[src/rtl/hazard_ctrl_if.sv]
// rtl/hazard_ctrl_if.sv - hazard controller bundle between the pipeline and hazard_ctrl
//   pipeline -> ctrl : start_i, ifid_rs_i, ifid_rt_i, idex_memread_i, idex_rt_i,
//                      branch_taken_i, jump_i, mem_stall_i
//   ctrl -> pipeline : pc_stall_o, ifid_stall_o, ifid_flush_o, idex_bubble_o,
//                      pipe_stall_o, pc_sel_o, state_o, stall_cnt_o, hazard_cnt_o
interface hazard_ctrl_if #(
  parameter int CNT_W = 16
);
  logic             start_i;
  logic [4:0]       ifid_rs_i;
  logic [4:0]       ifid_rt_i;
  logic             idex_memread_i;
  logic [4:0]       idex_rt_i;
  logic             branch_taken_i;
  logic             jump_i;
  logic             mem_stall_i;
  logic             pc_stall_o;
  logic             ifid_stall_o;
  logic             ifid_flush_o;
  logic             idex_bubble_o;
  logic             pipe_stall_o;
  logic [1:0]       pc_sel_o;
  logic [1:0]       state_o;
  logic [CNT_W-1:0] stall_cnt_o;
  logic [CNT_W-1:0] hazard_cnt_o;

  modport master (
    output start_i, ifid_rs_i, ifid_rt_i, idex_memread_i, idex_rt_i,
           branch_taken_i, jump_i, mem_stall_i,
    input  pc_stall_o, ifid_stall_o, ifid_flush_o, idex_bubble_o,
           pipe_stall_o, pc_sel_o, state_o, stall_cnt_o, hazard_cnt_o
  );

  modport slave (
    input  start_i, ifid_rs_i, ifid_rt_i, idex_memread_i, idex_rt_i,
           branch_taken_i, jump_i, mem_stall_i,
    output pc_stall_o, ifid_stall_o, ifid_flush_o, idex_bubble_o,
           pipe_stall_o, pc_sel_o, state_o, stall_cnt_o, hazard_cnt_o
  );
endinterface

[src/rtl/hazard_ctrl.sv]
// rtl/hazard_ctrl.sv - pipeline hazard and PC sequencing controller
//   clk_i : clock, rising edge
//   rst_i : asynchronous active-low reset
//   bus   : hazard_ctrl_if.slave (hazard inputs, stall/flush/bubble/pc_sel outputs,
//           state and saturating performance counters)
module hazard_ctrl #(
  parameter int CNT_W = 16
) (
  input  logic          clk_i,
  input  logic          rst_i,
  hazard_ctrl_if.slave  bus
);

  typedef enum logic [1:0] {
    IDLE     = 2'b00,
    RUN      = 2'b01,
    MEM_WAIT = 2'b10,
    UNUSED   = 2'b11
  } state_t;

  localparam logic [1:0] SEL_PC4 = 2'b00;
  localparam logic [1:0] SEL_BR  = 2'b01;
  localparam logic [1:0] SEL_JMP = 2'b10;

  state_t           state_q;
  logic [CNT_W-1:0] stall_cnt_q;
  logic [CNT_W-1:0] hazard_cnt_q;

  logic       active;
  logic       load_use;
  logic       hazard_hit;
  logic       pc_stall;
  logic       ifid_stall;
  logic       ifid_flush;
  logic       idex_bubble;
  logic       pipe_stall;
  logic [1:0] pc_sel;

  // MEM_WAIT with memory ready behaves exactly like RUN, so both are "active".
  assign active = (state_q == RUN) || (state_q == MEM_WAIT);

  // A load to r0 never creates a dependency.
  assign load_use = bus.idex_memread_i && (bus.idex_rt_i != 5'd0) &&
                    ((bus.idex_rt_i == bus.ifid_rs_i) || (bus.idex_rt_i == bus.ifid_rt_i));

  assign hazard_hit = active && !bus.mem_stall_i && load_use;

  always_comb begin
    pc_stall    = 1'b0;
    ifid_stall  = 1'b0;
    ifid_flush  = 1'b0;
    idex_bubble = 1'b0;
    pipe_stall  = 1'b0;
    pc_sel      = SEL_PC4;
    if (!active || bus.mem_stall_i) begin
      // Idle or memory freeze: everything holds, no flush/bubble.
      pc_stall   = 1'b1;
      ifid_stall = 1'b1;
      pipe_stall = 1'b1;
    end else if (load_use) begin
      // Branch/jump is deliberately ignored here; ID is held so it is
      // re-evaluated next cycle once the load has moved on.
      pc_stall    = 1'b1;
      ifid_stall  = 1'b1;
      idex_bubble = 1'b1;
    end else if (bus.jump_i) begin
      pc_sel     = SEL_JMP;
      ifid_flush = 1'b1;
    end else if (bus.branch_taken_i) begin
      pc_sel     = SEL_BR;
      ifid_flush = 1'b1;
    end
  end

  always_ff @(posedge clk_i or negedge rst_i) begin
    if (!rst_i) begin
      state_q <= IDLE;
    end else begin
      case (state_q)
        IDLE:     if (bus.start_i) state_q <= RUN;
        RUN: begin
          if (bus.mem_stall_i)   state_q <= MEM_WAIT;
          else if (!bus.start_i) state_q <= IDLE;
        end
        // start_i is only looked at once memory is no longer busy.
        MEM_WAIT: if (!bus.mem_stall_i) state_q <= bus.start_i ? RUN : IDLE;
        default:  state_q <= IDLE;
      endcase
    end
  end

  always_ff @(posedge clk_i or negedge rst_i) begin
    if (!rst_i) begin
      stall_cnt_q  <= '0;
      hazard_cnt_q <= '0;
    end else begin
      if (active && pc_stall && (stall_cnt_q != {CNT_W{1'b1}}))
        stall_cnt_q <= stall_cnt_q + CNT_W'(1);
      if (hazard_hit && (hazard_cnt_q != {CNT_W{1'b1}}))
        hazard_cnt_q <= hazard_cnt_q + CNT_W'(1);
    end
  end

  assign bus.pc_stall_o    = pc_stall;
  assign bus.ifid_stall_o  = ifid_stall;
  assign bus.ifid_flush_o  = ifid_flush;
  assign bus.idex_bubble_o = idex_bubble;
  assign bus.pipe_stall_o  = pipe_stall;
  assign bus.pc_sel_o      = pc_sel;
  assign bus.state_o       = state_q;
  assign bus.stall_cnt_o   = stall_cnt_q;
  assign bus.hazard_cnt_o  = hazard_cnt_q;

endmodule

[src/flat_wrapper.sv]
// flat-port wrapper written by rule: the top's interface ports become plain ports
module hazard_ctrl_flat 
#(
  parameter int CNT_W = 16
)
  (clk_i, rst_i, bus_start_i, bus_ifid_rs_i, bus_ifid_rt_i, bus_idex_memread_i, bus_idex_rt_i, bus_branch_taken_i, bus_jump_i, bus_mem_stall_i, bus_pc_stall_o, bus_ifid_stall_o, bus_ifid_flush_o, bus_idex_bubble_o, bus_pipe_stall_o, bus_pc_sel_o, bus_state_o, bus_stall_cnt_o, bus_hazard_cnt_o);
  hazard_ctrl_if #(.CNT_W(CNT_W)) bus_i ();
  input  logic clk_i;
  input  logic rst_i;
  input wire logic [$bits(bus_i.start_i)-1:0] bus_start_i;
  input wire logic [$bits(bus_i.ifid_rs_i)-1:0] bus_ifid_rs_i;
  input wire logic [$bits(bus_i.ifid_rt_i)-1:0] bus_ifid_rt_i;
  input wire logic [$bits(bus_i.idex_memread_i)-1:0] bus_idex_memread_i;
  input wire logic [$bits(bus_i.idex_rt_i)-1:0] bus_idex_rt_i;
  input wire logic [$bits(bus_i.branch_taken_i)-1:0] bus_branch_taken_i;
  input wire logic [$bits(bus_i.jump_i)-1:0] bus_jump_i;
  input wire logic [$bits(bus_i.mem_stall_i)-1:0] bus_mem_stall_i;
  output wire logic [$bits(bus_i.pc_stall_o)-1:0] bus_pc_stall_o;
  output wire logic [$bits(bus_i.ifid_stall_o)-1:0] bus_ifid_stall_o;
  output wire logic [$bits(bus_i.ifid_flush_o)-1:0] bus_ifid_flush_o;
  output wire logic [$bits(bus_i.idex_bubble_o)-1:0] bus_idex_bubble_o;
  output wire logic [$bits(bus_i.pipe_stall_o)-1:0] bus_pipe_stall_o;
  output wire logic [$bits(bus_i.pc_sel_o)-1:0] bus_pc_sel_o;
  output wire logic [$bits(bus_i.state_o)-1:0] bus_state_o;
  output wire logic [$bits(bus_i.stall_cnt_o)-1:0] bus_stall_cnt_o;
  output wire logic [$bits(bus_i.hazard_cnt_o)-1:0] bus_hazard_cnt_o;
  assign bus_i.start_i = bus_start_i;
  assign bus_i.ifid_rs_i = bus_ifid_rs_i;
  assign bus_i.ifid_rt_i = bus_ifid_rt_i;
  assign bus_i.idex_memread_i = bus_idex_memread_i;
  assign bus_i.idex_rt_i = bus_idex_rt_i;
  assign bus_i.branch_taken_i = bus_branch_taken_i;
  assign bus_i.jump_i = bus_jump_i;
  assign bus_i.mem_stall_i = bus_mem_stall_i;
  assign bus_pc_stall_o = bus_i.pc_stall_o;
  assign bus_ifid_stall_o = bus_i.ifid_stall_o;
  assign bus_ifid_flush_o = bus_i.ifid_flush_o;
  assign bus_idex_bubble_o = bus_i.idex_bubble_o;
  assign bus_pipe_stall_o = bus_i.pipe_stall_o;
  assign bus_pc_sel_o = bus_i.pc_sel_o;
  assign bus_state_o = bus_i.state_o;
  assign bus_stall_cnt_o = bus_i.stall_cnt_o;
  assign bus_hazard_cnt_o = bus_i.hazard_cnt_o;
  hazard_ctrl #(.CNT_W(CNT_W)) u_core (.clk_i(clk_i), .rst_i(rst_i), .bus(bus_i));
endmodule
[config.mk]
export PLATFORM = sky130hd
export DESIGN_NAME = hazard_ctrl_flat
export DESIGN_NICKNAME = d
export VERILOG_FILES = /design/src/rtl/hazard_ctrl_if.sv /design/src/rtl/hazard_ctrl.sv /design/src/flat_wrapper.sv
export SDC_FILE = /design/constraint.sdc
export NUM_CORES = 1
export LEC_CHECK = 0
export CORE_UTILIZATION = 49
export DETAILED_ROUTE_END_ITERATION = 12
export PLACE_DENSITY = 0.89
export SLEW_MARGIN = 15
export SYNTH_ARGS = -nofsm -noshare
export SYNTH_HDL_FRONTEND = slang
export SYNTH_SLANG_ARGS = --single-unit
[constraint.sdc]
create_clock -name clk_i -period 5.47 [get_ports clk_i]
set_input_delay 1.094 -clock clk_i [delete_from_list [all_inputs] [get_ports clk_i]]
set_output_delay 1.094 -clock clk_i [all_outputs]
set_load 0.01 [all_outputs]
==> impl_metrics.env, run 1 <==
export IMPL_area_growth_pct=40.8
export IMPL_cpPeakStageDelay_ps=590
export IMPL_power_uw=874
export IMPL_drt_iter0_drc=117
export IMPL_core_area_mm2=0.00369
export IMPL_drt_met1_wl_mm=1.96
export IMPL_layout_nets=286
export IMPL_clock_power_share_pct=26.4
export IMPL_grt_usage_pct=23.2
export IMPL_clkTransAtPathRegs_ps=60
export IMPL_insertion_delay_ps=290
export IMPL_initial_utilization_pct=51.6
export IMPL_p_leak_nw=1.12
export IMPL_worstPathMaxFanout=11
export IMPL_cts_sinks=34
export IMPL_diodes=0
export IMPL_drive_above_1_share_pct=6.20
export IMPL_slew_viol_final=0
export IMPL_reg2reg_slack_ps=3000
export IMPL_postSynthCellCount=191
export IMPL_htree_num_levels=2
export IMPL_wl_met3_um=161
export IMPL_drc=0
export IMPL_via_count=1641
export IMPL_grt_first_pass_wirelength_mm=7.35
export IMPL_swShare_pct=31.0
export IMPL_grt_max_degree=35
export IMPL_p_switching_uw=271
export IMPL_p_seq_share_pct=37.4
export IMPL_status="completed"
export IMPL_postCtsHoldBufs=0
export IMPL_cap_viol_max_count=0
export IMPL_slowest_stage="clkdlybuf4s50_1"
export IMPL_grt_antenna_before_repair=0
export IMPL_fin_crit_sh_pct=81.1
export IMPL_hold_viol_final=0
export IMPL_cts_tree="built"
export IMPL_syn_area_mm2=0.00190
export IMPL_synth_cell_types=34
export IMPL_finalWorstPathRequiredPeriod_ps=4440
export IMPL_postCtsSetupRepairBufs=0
export IMPL_gp_congestion=0.825
export IMPL_pwr_share_comb_pct=36.1
export IMPL_top_layer="met4"
export IMPL_wl_per_cell_um=14.4
export IMPL_crit_family="buffers and inverters"
export IMPL_io_pins=63
export IMPL_critPathLaunchType="primary input"
export IMPL_dr_pass1_iters=4
export IMPL_nFillCells=275
export IMPL_finalSetupViolCount=0
export IMPL_fmax_mhz=225
export IMPL_ctsResizeCount=0
export IMPL_avgSynthCellArea_um2=9.97
export IMPL_fin_setup_tns_ps=0
export IMPL_hp_class="reg -> reg"
export IMPL_slew_limit_headroom_pct=60.9
export IMPL_yosysWarnings=0
export IMPL_path_class="in -> out"
export IMPL_skew_ps=6.37
export IMPL_p_per_area_mw_per_mm2=326
export IMPL_viasPerCell=5.36
export IMPL_cts_root_buf="clkbuf_8"
export IMPL_internal_power_uw=603
export IMPL_arrival_ps=3340
export IMPL_ys_seq_elements=34
export IMPL_cts_made_buffers=5
export IMPL_synth_nets=219
export IMPL_wl_mm=4.41
export IMPL_drtAntennaViolNets=0
export IMPL_met2_length_mm=2.24
export IMPL_die_h_um=64.3
export IMPL_port_buffers=62
export IMPL_overflow=0
export IMPL_crit_path_cell_trace="clkdlybuf4s50_1, xnor2_1, nand3_1, o22ai_1, nand3_1, inv_1, clkdlybuf4s50_1"
export IMPL_die_area_mm2=0.00414
export IMPL_rsz0062_at_grt="false"
export IMPL_hpwl_mm=3.30
export IMPL_required_ps=4380
export IMPL_synth_seq_area_share_pct=44.7
export IMPL_cp_num_buf_inv=3
export IMPL_num_rows=22
export IMPL_clockBufferDepth=2
export IMPL_cp_end_kind="output pin"
export IMPL_seq_area_um2=851
export IMPL_ir_drop_mv=0.291
export IMPL_worst_slew_pin_slew_ps=582
export IMPL_multi_input_area_mm2=0.00101
export IMPL_die_x_um=64.3
export IMPL_grt_pass1_vias=1582
[sequential cells by signal, summed over array words and instances, names as in the netlist]
| name | flops |
|---|---|
| u_core.bus.hazard_cnt_o | 16 |
| u_core.bus.state_o | 2 |
| u_core.bus.stall_cnt_o | 16 |
[synthesized netlist by cell type]
cell,n,area share (%)
dfrtp_1,34,45
xnor2_1,28,13
nand2_1,20,3.9
nand3_1,17,4.5
and3_1,9,3.0
nor2_1,9,1.8
xor2_1,9,4.1
nand4_1,8,2.6
a21oi_1,6,1.6
ha_1,6,3.9
inv_1,5,0.99
and2_1,4,1.3
or4_1,4,1.6
mux2_2,3,1.8
nor3_1,3,0.79
nor4_1,3,0.99
o21ai_0,3,0.79
nor2b_1,2,0.66
o31ai_1,2,0.79
or2_2,2,0.66
and3_4,1,0.59
buf_2,1,0.26
buf_4,1,0.39
buf_6,1,0.59
mux2_4,1,0.79
nand3b_1,1,0.39
nand4b_1,1,0.46
nor3b_1,1,0.39
nor4b_1,1,0.46
o21a_1,1,0.39
o21ba_1,1,0.53
o221ai_2,1,0.79
o22ai_1,1,0.33
or3_1,1,0.33
[power groups by stage]
stage / clock network [mW] / registers [mW] / logic (mW)
6_report: 0.231 / 0.327 / 0.316
5_1_grt: 0.247 / 0.332 / 0.343
4_1_cts: 0.235 / 0.327 / 0.318
3_5_place_dp: 0 / 0.331 / 0.314
3_3_place_gp: 0 / 0.329 / 0.305
2_1_floorplan: 0 / 0.339 / 0.158
[layout make-up]
| class | count | area share, % |
|---|---|---|
| clock inverter | 1 | 1.12 |
| sequential | 34 | 31.7 |
| inverter | 5 | 0.700 |
| multi-input combinational | 149 | 37.7 |
| tap | 48 | 2.24 |
| clock buffer | 6 | 3.08 |
| timing repair buffer | 63 | 23.4 |
[cells by family (layout without fill, tap and decap cells)]
logic type	count (synthesis)	count (layout)	synth area share (%)
multiplexers	4	4	2.56
AND/OR/NAND/NOR	87	87	24.4
AO/OA/AOI/OAI	15	15	5.19
XOR/XNOR	37	37	17.0
adder cells (fa/ha/maj)	6	6	3.94
buffers and inverters	8	75	2.23
flip-flops	34	34	44.7
[through the flow]
step	std cells	worst slack, ps	hold WS, ps	instance area (um2)	utilization [%]
5_1_grt	306	866	510	2680	72.7
2_1_floorplan	191	1990	515	1900	-
6_report	306	1030	495	2680	72.7
3_3_place_gp	299	1110	485	2570	69.6
3_5_place_dp	299	1040	487	2570	69.6
4_1_cts	306	1020	498	2680	72.7
[final timing paths]
| check | end | startpoint | depth (start not counted) |
|---|---|---|---|
| worst min-delay path | u_core.bus.hazard_cnt_o[8]$_DFFE_PN0P_ | u_core.bus.hazard_cnt_o[8]$_DFFE_PN0P_ | 1 |
| worst max-delay path | bus_idex_bubble_o | bus_idex_rt_i[4] | 7 |
| worst min register to register | u_core.bus.hazard_cnt_o[8]$_DFFE_PN0P_ | u_core.bus.hazard_cnt_o[8]$_DFFE_PN0P_ | 1 |
| min in group asynchronous | u_core.bus.hazard_cnt_o[1]$_DFFE_PN0P_ | rst_i | 2 |
| worst max register to register | u_core.bus.hazard_cnt_o[1]$_DFFE_PN0P_ | u_core.bus.state_o[0]$_DFFE_PN0P_ | 7 |
| max in group asynchronous | u_core.bus.hazard_cnt_o[3]$_DFFE_PN0P_ | rst_i | 2 |
[routing by layer]
layer	GRT usage [%]	vias up
li1	-	799
met1	29.1	801
met2	40.1	36
met3	3.21	5
met4	9.17	0
met5	0	-
[placed cells by master, fill, tap and decap left out, types with 3 or more instances in the layout]
| cell type | synthesis | routed |
|---|---|---|
| nand3_1 | 17 | 17 |
| nand2_1 | 20 | 20 |
| nor4_1 | 3 | 3 |
| clkbuf_8 | 0 | 6 |
| nor3_1 | 3 | 3 |
| dfrtp_1 | 34 | 34 |
| nand4_1 | 8 | 8 |
| mux2_2 | 3 | 3 |
| xnor2_1 | 28 | 28 |
| clkdlybuf4s50_1 | 0 | 62 |
| nor2_1 | 9 | 9 |
| and2_1 | 4 | 4 |
| ha_1 | 6 | 6 |
| xor2_1 | 9 | 9 |
| inv_1 | 5 | 5 |
| or4_1 | 4 | 4 |
| o21ai_0 | 3 | 3 |
| and3_1 | 9 | 9 |
| a21oi_1 | 6 | 6 |
No activity file was read; power rests on OpenSTA's default activity.
==> inputs of run 2 (changes only) <==
Settings changed: CORE_UTILIZATION 49 to 46, PLACE_DENSITY 0.89 to 0.84.
Clock period 5.47 ns to 4.1 ns, I/O delays scaled along.
==> run 2 against run 1 <==
  * Utilization decreased by 5.2 points
  * Routed wire length decreased by 4.7%
  * Sequential power increased by 33%
  * First-iteration DRC count decreased by 59%
  * Non-clock buffer count increased by 2
  * Flip-flop and latch count unchanged
  * Register-to-register slack got worse by 1200 ps
  * Critical endpoint is now bus_pc_sel_o[0]
==> impl_metrics.env, run 2 (same netlist as run 1, synthesis figures left out) <==
export IMPL_drt_iter0_drc=48
export IMPL_die_h_um=66.3
export IMPL_htree_num_levels=2
export IMPL_core_area_mm2=0.00400
export IMPL_critPathLaunchType="primary input"
export IMPL_final_cell_mix="62 x clkdlybuf4s50_1, 34 x dfrtp_1, 28 x xnor2_1, 20 x nand2_1, 17 x nand3_1"
export IMPL_initial_utilization_pct=47.6
export IMPL_finish_instance_area_mm2=0.00270
export IMPL_rsz0062_at_grt="false"
export IMPL_insertion_delay_ps=290
export IMPL_postCtsSetupRepairBufs=0
export IMPL_drtAntennaViolNets=0
export IMPL_path_class="in -> out"
export IMPL_layout_nets=288
export IMPL_via_count=1657
export IMPL_cap_viol_max_count=0
export IMPL_slew_viol_final=0
export IMPL_power_mw=1.16
export IMPL_finalSetupViolCount=0
export IMPL_slowest_stage="clkdlybuf4s50_1"
export IMPL_cts_made_buffers=5
export IMPL_status="completed"
export IMPL_ir_drop_mv=0.311
export IMPL_grt_first_pass_wirelength_mm=6.76
export IMPL_fin_setup_tns_ps=0
export IMPL_cpPeakStageDelay_ps=560
export IMPL_grt_pass1_vias=1539
export IMPL_grt_antenna_before_repair=0
export IMPL_arrival_ps=3050
export IMPL_die_x_um=66.3
export IMPL_nFillCells=315
export IMPL_die_area_mm2=0.00440
export IMPL_finalWorstPathRequiredPeriod_ps=3870
export IMPL_p_leak_nw=1.12
export IMPL_fin_crit_sh_pct=94.3
export IMPL_slew_limit_headroom_pct=56.3
export IMPL_dr_pass1_iters=4
export IMPL_reg2reg_slack_ps=1810
export IMPL_hp_class="reg -> reg"
export IMPL_num_rows=23
export IMPL_clockBufferDepth=2
export IMPL_area_growth_pct=41.7
export IMPL_required_ps=3280
export IMPL_pre_cts_ws_ps=236
export IMPL_p_seq_share_pct=37.5
export IMPL_grt_usage_pct=20.5
export IMPL_fmax_mhz=259
export IMPL_pwr_share_comb_pct=35.5
export IMPL_skew_ps=3.46
export IMPL_clkTransAtPathRegs_ps=70
export IMPL_p_per_area_mw_per_mm2=429
export IMPL_diodes=0
export IMPL_swShare_pct=30.6
export IMPL_p_switching_uw=355
export IMPL_crit_path_cell_trace="clkdlybuf4s50_1, or4_1, o21a_1, nand2_1, nand2_1, nor3b_1, clkdlybuf4s50_1"
export IMPL_cts_tree="built"
export IMPL_wl_mm=4.20
export IMPL_gp_congestion=0.807
export IMPL_cts_sinks=34
export IMPL_placed_area_mm2=0.00259
export IMPL_hpwl_mm=3.11
export IMPL_mostFrequentLayoutCell="clkdlybuf4s50_1"
export IMPL_drc=0
export IMPL_viasPerCell=5.35
export IMPL_cts_root_buf="clkbuf_8"
export IMPL_port_buffers=62
export IMPL_cp_end_kind="output pin"
export IMPL_hold_viol_final=0
export IMPL_internal_power_uw=804
export IMPL_ctsResizeCount=0
export IMPL_overflow=0
export IMPL_grt_max_degree=35
export IMPL_worst_slew_pin_slew_ps=651
export IMPL_postCtsHoldBufs=0
export IMPL_clock_power_share_pct=27.0
export IMPL_drive_above_1_share_pct=6.92
export IMPL_worstPathMaxFanout=4
export IMPL_final_setup_worst_slack_ps=233
export IMPL_io_pins=63
export IMPL_wl_per_cell_um=13.6
-- run 2: metrics by stage --
step,std cells,hold slack [ps],utilization (%)
3_3_place_gp,303,477,64.7
2_1_floorplan,191,515,-
6_report,310,502,67.5
3_5_place_dp,303,486,64.7
5_1_grt,310,530,67.5
4_1_cts,310,502,67.5
-- run 2: layout make-up --
| type | count | area [um2] | share of cell area (%) |
|---|---|---|---|
| timing repair buffer | 65 | 643 | 23.8 |
| clock inverter | 1 | 30.0 | 1.11 |
| inverter | 5 | 18.8 | 0.695 |
| clock buffer | 6 | 82.6 | 3.06 |
| multi-input combinational | 149 | 1010 | 37.5 |
| sequential | 34 | 851 | 31.5 |
| tap | 50 | 62.6 | 2.32 |
-- run 2: power by group through the flow --
stage | logic (mW) | clock network, mW | registers [mW]
after CTS | 0.414 | 0.320 | 0.436
after global routing | 0.451 | 0.334 | 0.442
after detailed placement | 0.412 | 0 | 0.441
after floorplan | 0.211 | 0 | 0.453
after global placement | 0.402 | 0 | 0.438
final | 0.411 | 0.313 | 0.434
-- run 2: path summary, 6_finish.rpt --
path                       cells past startpoint                                      end                                   from
setup reg to reg                               7  u_core.bus.hazard_cnt_o[11]$_DFFE_PN0P_      u_core.bus.state_o[0]$_DFFE_PN0P_
hold / removal                                 1    u_core.bus.stall_cnt_o[5]$_DFFE_PN0P_  u_core.bus.stall_cnt_o[5]$_DFFE_PN0P_
max in group asynchronous                      2    u_core.bus.stall_cnt_o[0]$_DFFE_PN0P_                                  rst_i
hold reg to reg                                1    u_core.bus.stall_cnt_o[5]$_DFFE_PN0P_  u_core.bus.stall_cnt_o[5]$_DFFE_PN0P_
setup / recovery                               7                          bus_pc_sel_o[0]                       bus_idex_rt_i[0]
min in group asynchronous                      2   u_core.bus.hazard_cnt_o[1]$_DFFE_PN0P_                                  rst_i
-- run 2: per-layer routing --
layer  vias to the layer above  track usage (%)  share of wire [%]
li1                        802                -                  -
met1                       806             26.3                 45
met2                        42             33.5                 49
met3                         7             4.66                5.2
met4                         0             7.71                1.2
met5                         -                0                  0
-- run 2: critical path: cells and delay by family --
family	cells	cell delay, ps
buffers and inverters	2	1030
and+or+nand+nor	4	960
AOI/OAI and AO/OA	1	240
